## src/rtl/baccarat_pkg.sv

```systemverilog
// Shared types and card-rule helpers for the Baccarat deal sequencer.
package baccarat_pkg;

  typedef enum logic [3:0] {
    S_P1,
    S_D1,
    S_P2,
    S_D2,
    S_SET4,
    S_DEC4,
    S_P3,
    S_SET3,
    S_DECB,
    S_D3,
    S_SETF,
    S_DONE
  } state_t;

  localparam int unsigned NATURAL_MIN      = 8;
  localparam int unsigned PLAYER_STAND_MIN = 6;
  localparam int unsigned BANKER_STAND_MIN = 7;

  // Ten and face cards count as zero.
  function automatic int unsigned card_value(input int unsigned raw);
    return (raw >= 32'd10) ? 32'd0 : raw;
  endfunction

  // Banker tableau once the player has taken a third card of value v.
  function automatic logic banker_draws(input int unsigned dscore, input int unsigned v);
    logic d;
    if (dscore >= BANKER_STAND_MIN) begin
      d = 1'b0;
    end else begin
      case (dscore)
        32'd0, 32'd1, 32'd2: d = 1'b1;
        32'd3:               d = (v != 32'd8);
        32'd4:               d = (v >= 32'd2) && (v <= 32'd7);
        32'd5:               d = (v >= 32'd4) && (v <= 32'd7);
        32'd6:               d = (v >= 32'd6) && (v <= 32'd7);
        default:             d = 1'b0;
      endcase
    end
    return d;
  endfunction

endpackage

```

## src/rtl/baccarat_deal_ctrl_if.sv

```systemverilog
// Handshake bundle between the deal sequencer and the Baccarat datapath.
interface baccarat_deal_ctrl_if #(
  parameter int unsigned CARD_W = 4
);
  logic              step;
  logic [CARD_W-1:0] pscore;
  logic [CARD_W-1:0] dscore;
  logic [CARD_W-1:0] pcard3;
  logic              load_pcard1;
  logic              load_pcard2;
  logic              load_pcard3;
  logic              load_dcard1;
  logic              load_dcard2;
  logic              load_dcard3;
  logic              done;
  logic              player_win;
  logic              dealer_win;

  modport master (
    output step, pscore, dscore, pcard3,
    input  load_pcard1, load_pcard2, load_pcard3,
    input  load_dcard1, load_dcard2, load_dcard3,
    input  done, player_win, dealer_win
  );

  modport slave (
    input  step, pscore, dscore, pcard3,
    output load_pcard1, load_pcard2, load_pcard3,
    output load_dcard1, load_dcard2, load_dcard3,
    output done, player_win, dealer_win
  );
endinterface

```

## src/rtl/baccarat_draw_rules.sv

```systemverilog
// Combinational Baccarat rule evaluation on the current datapath scores.
module baccarat_draw_rules
  import baccarat_pkg::*;
#(
  parameter int unsigned CARD_W = 4
) (
  input  logic [CARD_W-1:0] pscore_i,
  input  logic [CARD_W-1:0] dscore_i,
  input  logic [CARD_W-1:0] pcard3_i,
  output logic              player_draw_o,
  output logic              banker_draw_no_p3_o,
  output logic              banker_draw_with_p3_o,
  output logic              natural_o
);

  int unsigned ps, ds, v;

  always_comb begin
    ps = 32'(pscore_i);
    ds = 32'(dscore_i);
    v  = card_value(32'(pcard3_i));
    natural_o             = (ps >= NATURAL_MIN) || (ds >= NATURAL_MIN);
    player_draw_o         = (ps < PLAYER_STAND_MIN);
    // With the player standing, the banker follows the player's own 0..5 rule.
    banker_draw_no_p3_o   = (ds < PLAYER_STAND_MIN);
    banker_draw_with_p3_o = banker_draws(ds, v);
  end

endmodule

```

## src/rtl/baccarat_deal_ctrl.sv

```systemverilog
// Deal sequencer: one step deals one card, applies draw rules, latches the winner.
module baccarat_deal_ctrl
  import baccarat_pkg::*;
#(
  parameter int unsigned SETTLE_CYCLES = 1,
  parameter int unsigned CARD_W        = 4
) (
  input  logic                 clock,
  input  logic                 resetb,
  baccarat_deal_ctrl_if.slave  bus
);

  localparam int unsigned     CNT_W     = $clog2(SETTLE_CYCLES + 1);
  localparam logic [CNT_W-1:0] SETTLE_LD = CNT_W'(SETTLE_CYCLES);

  // Strobe vector bit positions.
  localparam int unsigned LD_P1 = 0;
  localparam int unsigned LD_D1 = 1;
  localparam int unsigned LD_P2 = 2;
  localparam int unsigned LD_D2 = 3;
  localparam int unsigned LD_P3 = 4;
  localparam int unsigned LD_D3 = 5;

  state_t           state_q, state_d;
  logic [CNT_W-1:0] cnt_q, cnt_d;
  logic [5:0]       load_q, load_d;
  logic             done_q, done_d;
  logic             pwin_q, pwin_d;
  logic             dwin_q, dwin_d;
  logic             finish;

  logic player_draw, banker_draw_no_p3, banker_draw_with_p3, natural;

  baccarat_draw_rules #(
    .CARD_W(CARD_W)
  ) u_rules (
    .pscore_i              (bus.pscore),
    .dscore_i              (bus.dscore),
    .pcard3_i              (bus.pcard3),
    .player_draw_o         (player_draw),
    .banker_draw_no_p3_o   (banker_draw_no_p3),
    .banker_draw_with_p3_o (banker_draw_with_p3),
    .natural_o             (natural)
  );

  always_comb begin
    state_d = state_q;
    cnt_d   = cnt_q;
    load_d  = '0;
    done_d  = done_q;
    pwin_d  = pwin_q;
    dwin_d  = dwin_q;
    finish  = 1'b0;

    unique case (state_q)
      S_P1: if (bus.step) begin load_d[LD_P1] = 1'b1; state_d = S_D1; end
      S_D1: if (bus.step) begin load_d[LD_D1] = 1'b1; state_d = S_P2; end
      S_P2: if (bus.step) begin load_d[LD_P2] = 1'b1; state_d = S_D2; end
      S_D2: if (bus.step) begin
        load_d[LD_D2] = 1'b1;
        cnt_d         = SETTLE_LD;
        state_d       = S_SET4;
      end
      S_SET4: if (cnt_q == '0) state_d = S_DEC4; else cnt_d = cnt_q - 1'b1;
      S_DEC4: begin
        if (natural)                finish  = 1'b1;
        else if (player_draw)       state_d = S_P3;
        else if (banker_draw_no_p3) state_d = S_D3;
        else                        finish  = 1'b1;
      end
      S_P3: if (bus.step) begin
        load_d[LD_P3] = 1'b1;
        cnt_d         = SETTLE_LD;
        state_d       = S_SET3;
      end
      S_SET3: if (cnt_q == '0) state_d = S_DECB; else cnt_d = cnt_q - 1'b1;
      S_DECB: if (banker_draw_with_p3) state_d = S_D3; else finish = 1'b1;
      S_D3: if (bus.step) begin
        load_d[LD_D3] = 1'b1;
        cnt_d         = SETTLE_LD;
        state_d       = S_SETF;
      end
      S_SETF: if (cnt_q == '0) finish = 1'b1; else cnt_d = cnt_q - 1'b1;
      S_DONE: ;
      default: state_d = S_P1;
    endcase

    // Winner is captured once, on the edge that enters S_DONE.
    if (finish) begin
      state_d = S_DONE;
      done_d  = 1'b1;
      pwin_d  = (bus.pscore >= bus.dscore);
      dwin_d  = (bus.dscore >= bus.pscore);
    end
  end

  always_ff @(posedge clock) begin
    if (!resetb) begin
      state_q <= S_P1;
      cnt_q   <= '0;
      load_q  <= '0;
      done_q  <= 1'b0;
      pwin_q  <= 1'b0;
      dwin_q  <= 1'b0;
    end else begin
      state_q <= state_d;
      cnt_q   <= cnt_d;
      load_q  <= load_d;
      done_q  <= done_d;
      pwin_q  <= pwin_d;
      dwin_q  <= dwin_d;
    end
  end

  assign bus.load_pcard1 = load_q[LD_P1];
  assign bus.load_dcard1 = load_q[LD_D1];
  assign bus.load_pcard2 = load_q[LD_P2];
  assign bus.load_dcard2 = load_q[LD_D2];
  assign bus.load_pcard3 = load_q[LD_P3];
  assign bus.load_dcard3 = load_q[LD_D3];
  assign bus.done        = done_q;
  assign bus.player_win  = pwin_q;
  assign bus.dealer_win  = dwin_q;

endmodule

```

## src/flat_wrapper.sv

```systemverilog
// flat-port wrapper written by rule: the top's interface ports become plain ports
module baccarat_deal_ctrl_flat import baccarat_pkg::*;
#(
  parameter int unsigned SETTLE_CYCLES = 1,
  parameter int unsigned CARD_W        = 4
)
  (clock, resetb, bus_step, bus_pscore, bus_dscore, bus_pcard3, bus_load_pcard1, bus_load_pcard2, bus_load_pcard3, bus_load_dcard1, bus_load_dcard2, bus_load_dcard3, bus_done, bus_player_win, bus_dealer_win);
  baccarat_deal_ctrl_if #(.CARD_W(CARD_W)) bus_i ();
  input  logic clock;
  input  logic resetb;
  input wire logic [$bits(bus_i.step)-1:0] bus_step;
  input wire logic [$bits(bus_i.pscore)-1:0] bus_pscore;
  input wire logic [$bits(bus_i.dscore)-1:0] bus_dscore;
  input wire logic [$bits(bus_i.pcard3)-1:0] bus_pcard3;
  output wire logic [$bits(bus_i.load_pcard1)-1:0] bus_load_pcard1;
  output wire logic [$bits(bus_i.load_pcard2)-1:0] bus_load_pcard2;
  output wire logic [$bits(bus_i.load_pcard3)-1:0] bus_load_pcard3;
  output wire logic [$bits(bus_i.load_dcard1)-1:0] bus_load_dcard1;
  output wire logic [$bits(bus_i.load_dcard2)-1:0] bus_load_dcard2;
  output wire logic [$bits(bus_i.load_dcard3)-1:0] bus_load_dcard3;
  output wire logic [$bits(bus_i.done)-1:0] bus_done;
  output wire logic [$bits(bus_i.player_win)-1:0] bus_player_win;
  output wire logic [$bits(bus_i.dealer_win)-1:0] bus_dealer_win;
  assign bus_i.step = bus_step;
  assign bus_i.pscore = bus_pscore;
  assign bus_i.dscore = bus_dscore;
  assign bus_i.pcard3 = bus_pcard3;
  assign bus_load_pcard1 = bus_i.load_pcard1;
  assign bus_load_pcard2 = bus_i.load_pcard2;
  assign bus_load_pcard3 = bus_i.load_pcard3;
  assign bus_load_dcard1 = bus_i.load_dcard1;
  assign bus_load_dcard2 = bus_i.load_dcard2;
  assign bus_load_dcard3 = bus_i.load_dcard3;
  assign bus_done = bus_i.done;
  assign bus_player_win = bus_i.player_win;
  assign bus_dealer_win = bus_i.dealer_win;
  baccarat_deal_ctrl #(.SETTLE_CYCLES(SETTLE_CYCLES), .CARD_W(CARD_W)) u_core (.clock(clock), .resetb(resetb), .bus(bus_i));
endmodule
```

## config.mk

```make
export PLATFORM = sky130hd
export DESIGN_NAME = baccarat_deal_ctrl_flat
export DESIGN_NICKNAME = d
export VERILOG_FILES = /design/src/rtl/baccarat_pkg.sv /design/src/rtl/baccarat_deal_ctrl_if.sv /design/src/rtl/baccarat_draw_rules.sv /design/src/rtl/baccarat_deal_ctrl.sv /design/src/flat_wrapper.sv
export SDC_FILE = /design/constraint.sdc
export NUM_CORES = 1
export LEC_CHECK = 0
export BUFFER_PORTS_ARGS = -buffer_cell sky130_fd_sc_hd__clkbuf_2
export CORE_MARGIN = 3
export CORE_UTILIZATION = 40
export CTS_CLUSTER_SIZE = 30
export DETAILED_ROUTE_END_ITERATION = 10
export SYNTH_ARGS = -nofsm -noshare
export SYNTH_HDL_FRONTEND = slang
export SYNTH_HIERARCHICAL = 1
export SYNTH_SLANG_ARGS = --single-unit
```

## constraint.sdc

```tcl
create_clock -name clock -period 2.2 [get_ports clock]
set_clock_uncertainty 0.2 [all_clocks]
set_input_delay 0.11 -clock clock [delete_from_list [all_inputs] [get_ports clock]]
set_output_delay 0.11 -clock clock [all_outputs]
set_load 0.005 [all_outputs]
```

==> flow_metrics.env <==
export IMPL_first_global_vias=842
export IMPL_dr_pass1_iters=4
export IMPL_slew_viol_final=0
export IMPL_min_path_type="in2reg"
export IMPL_synth_main_ff_cell="dfxtp_1"
export IMPL_clock_sinks=14
export IMPL_finalCriticalPeriod_ns=1.97
export IMPL_ff2ff_setup_slack_ns=0.23
export IMPL_cts_root_buffer="clkbuf_4"
export IMPL_dpl_hpwl_um=1580
export IMPL_ys_seq_area_share_pct=31.1
export IMPL_antennaDiodeCount=0
export IMPL_num_vias=864
export IMPL_area_growth_pct=24.3
export IMPL_htree_levels=1
export IMPL_drc=0
export IMPL_die_area_um2=2860
export IMPL_final_common_cell="clkbuf_2"
export IMPL_fin_util_pct=54.8
export IMPL_core_area_um2=2040
export IMPL_synth_cell_types=41
export IMPL_syn_area_um2=901
export IMPL_drive_gt1_share_pct=29.4
export IMPL_final_cell_mix="23 x clkbuf_2, 14 x dfxtp_1, 10 x inv_1"
export IMPL_cp_endpoint="u_core/state_q[1]"
export IMPL_grt_max_degree=14
export IMPL_cp_required_ns=2.18
export IMPL_cp_cell_sequence="inv_1, nor2_1, a311oi_2, mux2_1, o31a_1"
export IMPL_initial_core_util_pct=44.1
export IMPL_status="completed"
export IMPL_p_per_area_nw_per_um2=936
export IMPL_syn_num_nets=126
export IMPL_place_congestion=0.881
export IMPL_r2r_end="u_core/state_q[1]"
export IMPL_arrival_ns=1.95
export IMPL_grt_total_usage_pct=17.6
export IMPL_antenna_found_initial=0
export IMPL_critPathLaunch="u_core/state_q[2]"
export IMPL_grt_first_pass_wirelength_um=3670
export IMPL_cts_setup_buffers=0
export IMPL_max_slew_margin_pct=78.0
export IMPL_hold_buffers=2
export IMPL_hold_violations=0
export IMPL_drt_iter0_drc=18
export IMPL_rsz0062_at_grt="false"
export IMPL_cp_end_kind="flop"
export IMPL_portBuffers=23
export IMPL_worstMarginPinSlew_ns=0.329
export IMPL_timing_rr_start="u_core/state_q[2]"
export IMPL_ys_seq_elements=14
export IMPL_critPathMaxFanout=8
export IMPL_max_stage_delay_ns=0.52
export IMPL_viasPerCell=5.30
export IMPL_start_kind="flop"
export IMPL_slowest_stage="dfxtp_1"
export IMPL_final_nets=156
export IMPL_timing_fmax_mhz=509
export IMPL_cap_violations=0
export IMPL_min_period_over_period_pct=89.3
export IMPL_finalSetupViolCount=0
export IMPL_row_count=16
export IMPL_insertion_delay_ns=0.28
export IMPL_async_reset_ff_share_pct=0
export IMPL_drt_total_wl_um=2090
export IMPL_path_clk_slew_ns=0.09
export IMPL_netlist_instances=107
export IMPL_p_leak_uw=0.000488
export IMPL_cts_buffers=3
export IMPL_yosysWarnings=6
export IMPL_reg2regPathDepth=5
export IMPL_n_fill_cell=216
export IMPL_critPathKind="reg2reg"
export IMPL_cts_resized_gates=0
export IMPL_syn_area_per_cell_um2=8.42
export IMPL_cts_tree="yes"
export IMPL_vdd_drop_max_uv=467
export IMPL_synth_edf_count=0
export IMPL_overflow=0
export IMPL_fp_dieW_um=53.5
export IMPL_fin_setup_tns_ns=0
export IMPL_ios=24
export IMPL_die_h_um=53.5
export IMPL_drt_wirelength_per_cell_um=12.8
export IMPL_postRouteAntennaNets=0
export IMPL_clockBufferDepth=2
-- cell type report --
type / count / area, µm² / share of cell area (%)
tap: 27 / 33.8 / 3.02
inverter: 10 / 37.5 / 3.35
multi-input combinational: 78 / 559 / 49.9
timing repair buffer: 30 / 173 / 15.4
clock buffer: 4 / 36.3 / 3.24
sequential: 14 / 280 / 25.0
-- flip-flops by register name (all words and copies together) (netlist names) --
| register | flops |
|---|---|
| u_core/bus.dealer_win | 1 |
| u_core/bus.done | 1 |
| u_core/bus.player_win | 1 |
| u_core/cnt_q | 1 |
| u_core/load_q | 6 |
| u_core/state_q | 4 |
-- kinds of logic after synthesis --
group                    synth area share, %
flip-flops                              31.1
adder cells (fa/ha/maj)                 6.81
XOR/XNOR                               0.972
AND/OR/NAND/NOR                         24.9
AO/OA/AOI/OAI                           28.2
multiplexers                            1.25
buffers and inverters                   6.81
-- synth_stat cells, types with 2 or more instances --
master | count | area, µm²
inv_1 | 10 | 37.5
o21a_1 | 2 | 15.0
nor2_1 | 7 | 26.3
nor4b_1 | 2 | 17.5
nand2b_1 | 5 | 31.3
nand2b_4 | 2 | 27.5
o32ai_1 | 2 | 17.5
o31a_1 | 3 | 26.3
buf_2 | 4 | 20.0
nor3_1 | 4 | 20.0
a21oi_1 | 7 | 35.0
nand2_1 | 8 | 30.0
ha_1 | 4 | 50.1
a31oi_1 | 2 | 12.5
dfxtp_1 | 14 | 280
o21ai_0 | 5 | 25.0
nand4_1 | 2 | 12.5
-- worst min path at each step --
stage / end / slack (ns) / from / cells past startpoint
detailed placement: u_core/bus.done / 0.25 / u_core/bus.done / 1
floorplan: u_core/load_q[4] / 0.05 / bus_step / 2
finish: u_core/state_q[2] / 0.13 / bus_pscore[3] / 6
global placement: u_core/bus.done / 0.26 / u_core/bus.done / 1
CTS: u_core/state_q[2] / 0.12 / bus_pscore[3] / 6
global route: u_core/state_q[2] / 0.14 / bus_pscore[3] / 6
-- worst max-delay path: cells and delay by family (launching register included) --
kind	cells	cell delay, ns
buffers and inverters	1	0.11
muxes	1	0.35
and+or+nand+nor	1	0.28
DFF	1	0.52
AOI/OAI and AO/OA	2	0.40
-- layer usage --
layer | global-route usage (%) | up-vias | share of wire, %
met3 | 4.23 | 2 | 5.5
met4 | 6.38 | 0 | 0.48
met5 | 0 | - | 0
li1 | - | 451 | -
met2 | 28.0 | 22 | 46
met1 | 22.8 | 389 | 48
-- metrics by stage --
step | instance area (µm²) | instances | hold slack, ns | power (µW) | setup WS [ns]
final | 1120 | 163 | 0.126 | 1050 | 0.235
after global routing | 1120 | 163 | 0.145 | 1130 | 0.0996
after CTS | 1120 | 163 | 0.115 | 1050 | 0.249
after detailed placement | 1060 | 157 | 0.253 | 858 | 0.0954
after global placement | 1060 | 157 | 0.260 | 853 | 0.164
after floorplan | 901 | 107 | 0.0528 | 708 | 0.346
-- power breakdown --
| group | switching (µW) | internal [µW] |
|---|---|---|
| combinational | 264 | 241 |
| clock | 88.0 | 101 |
| sequential | 48.5 | 306 |
(Power assumes the default switching activity.)
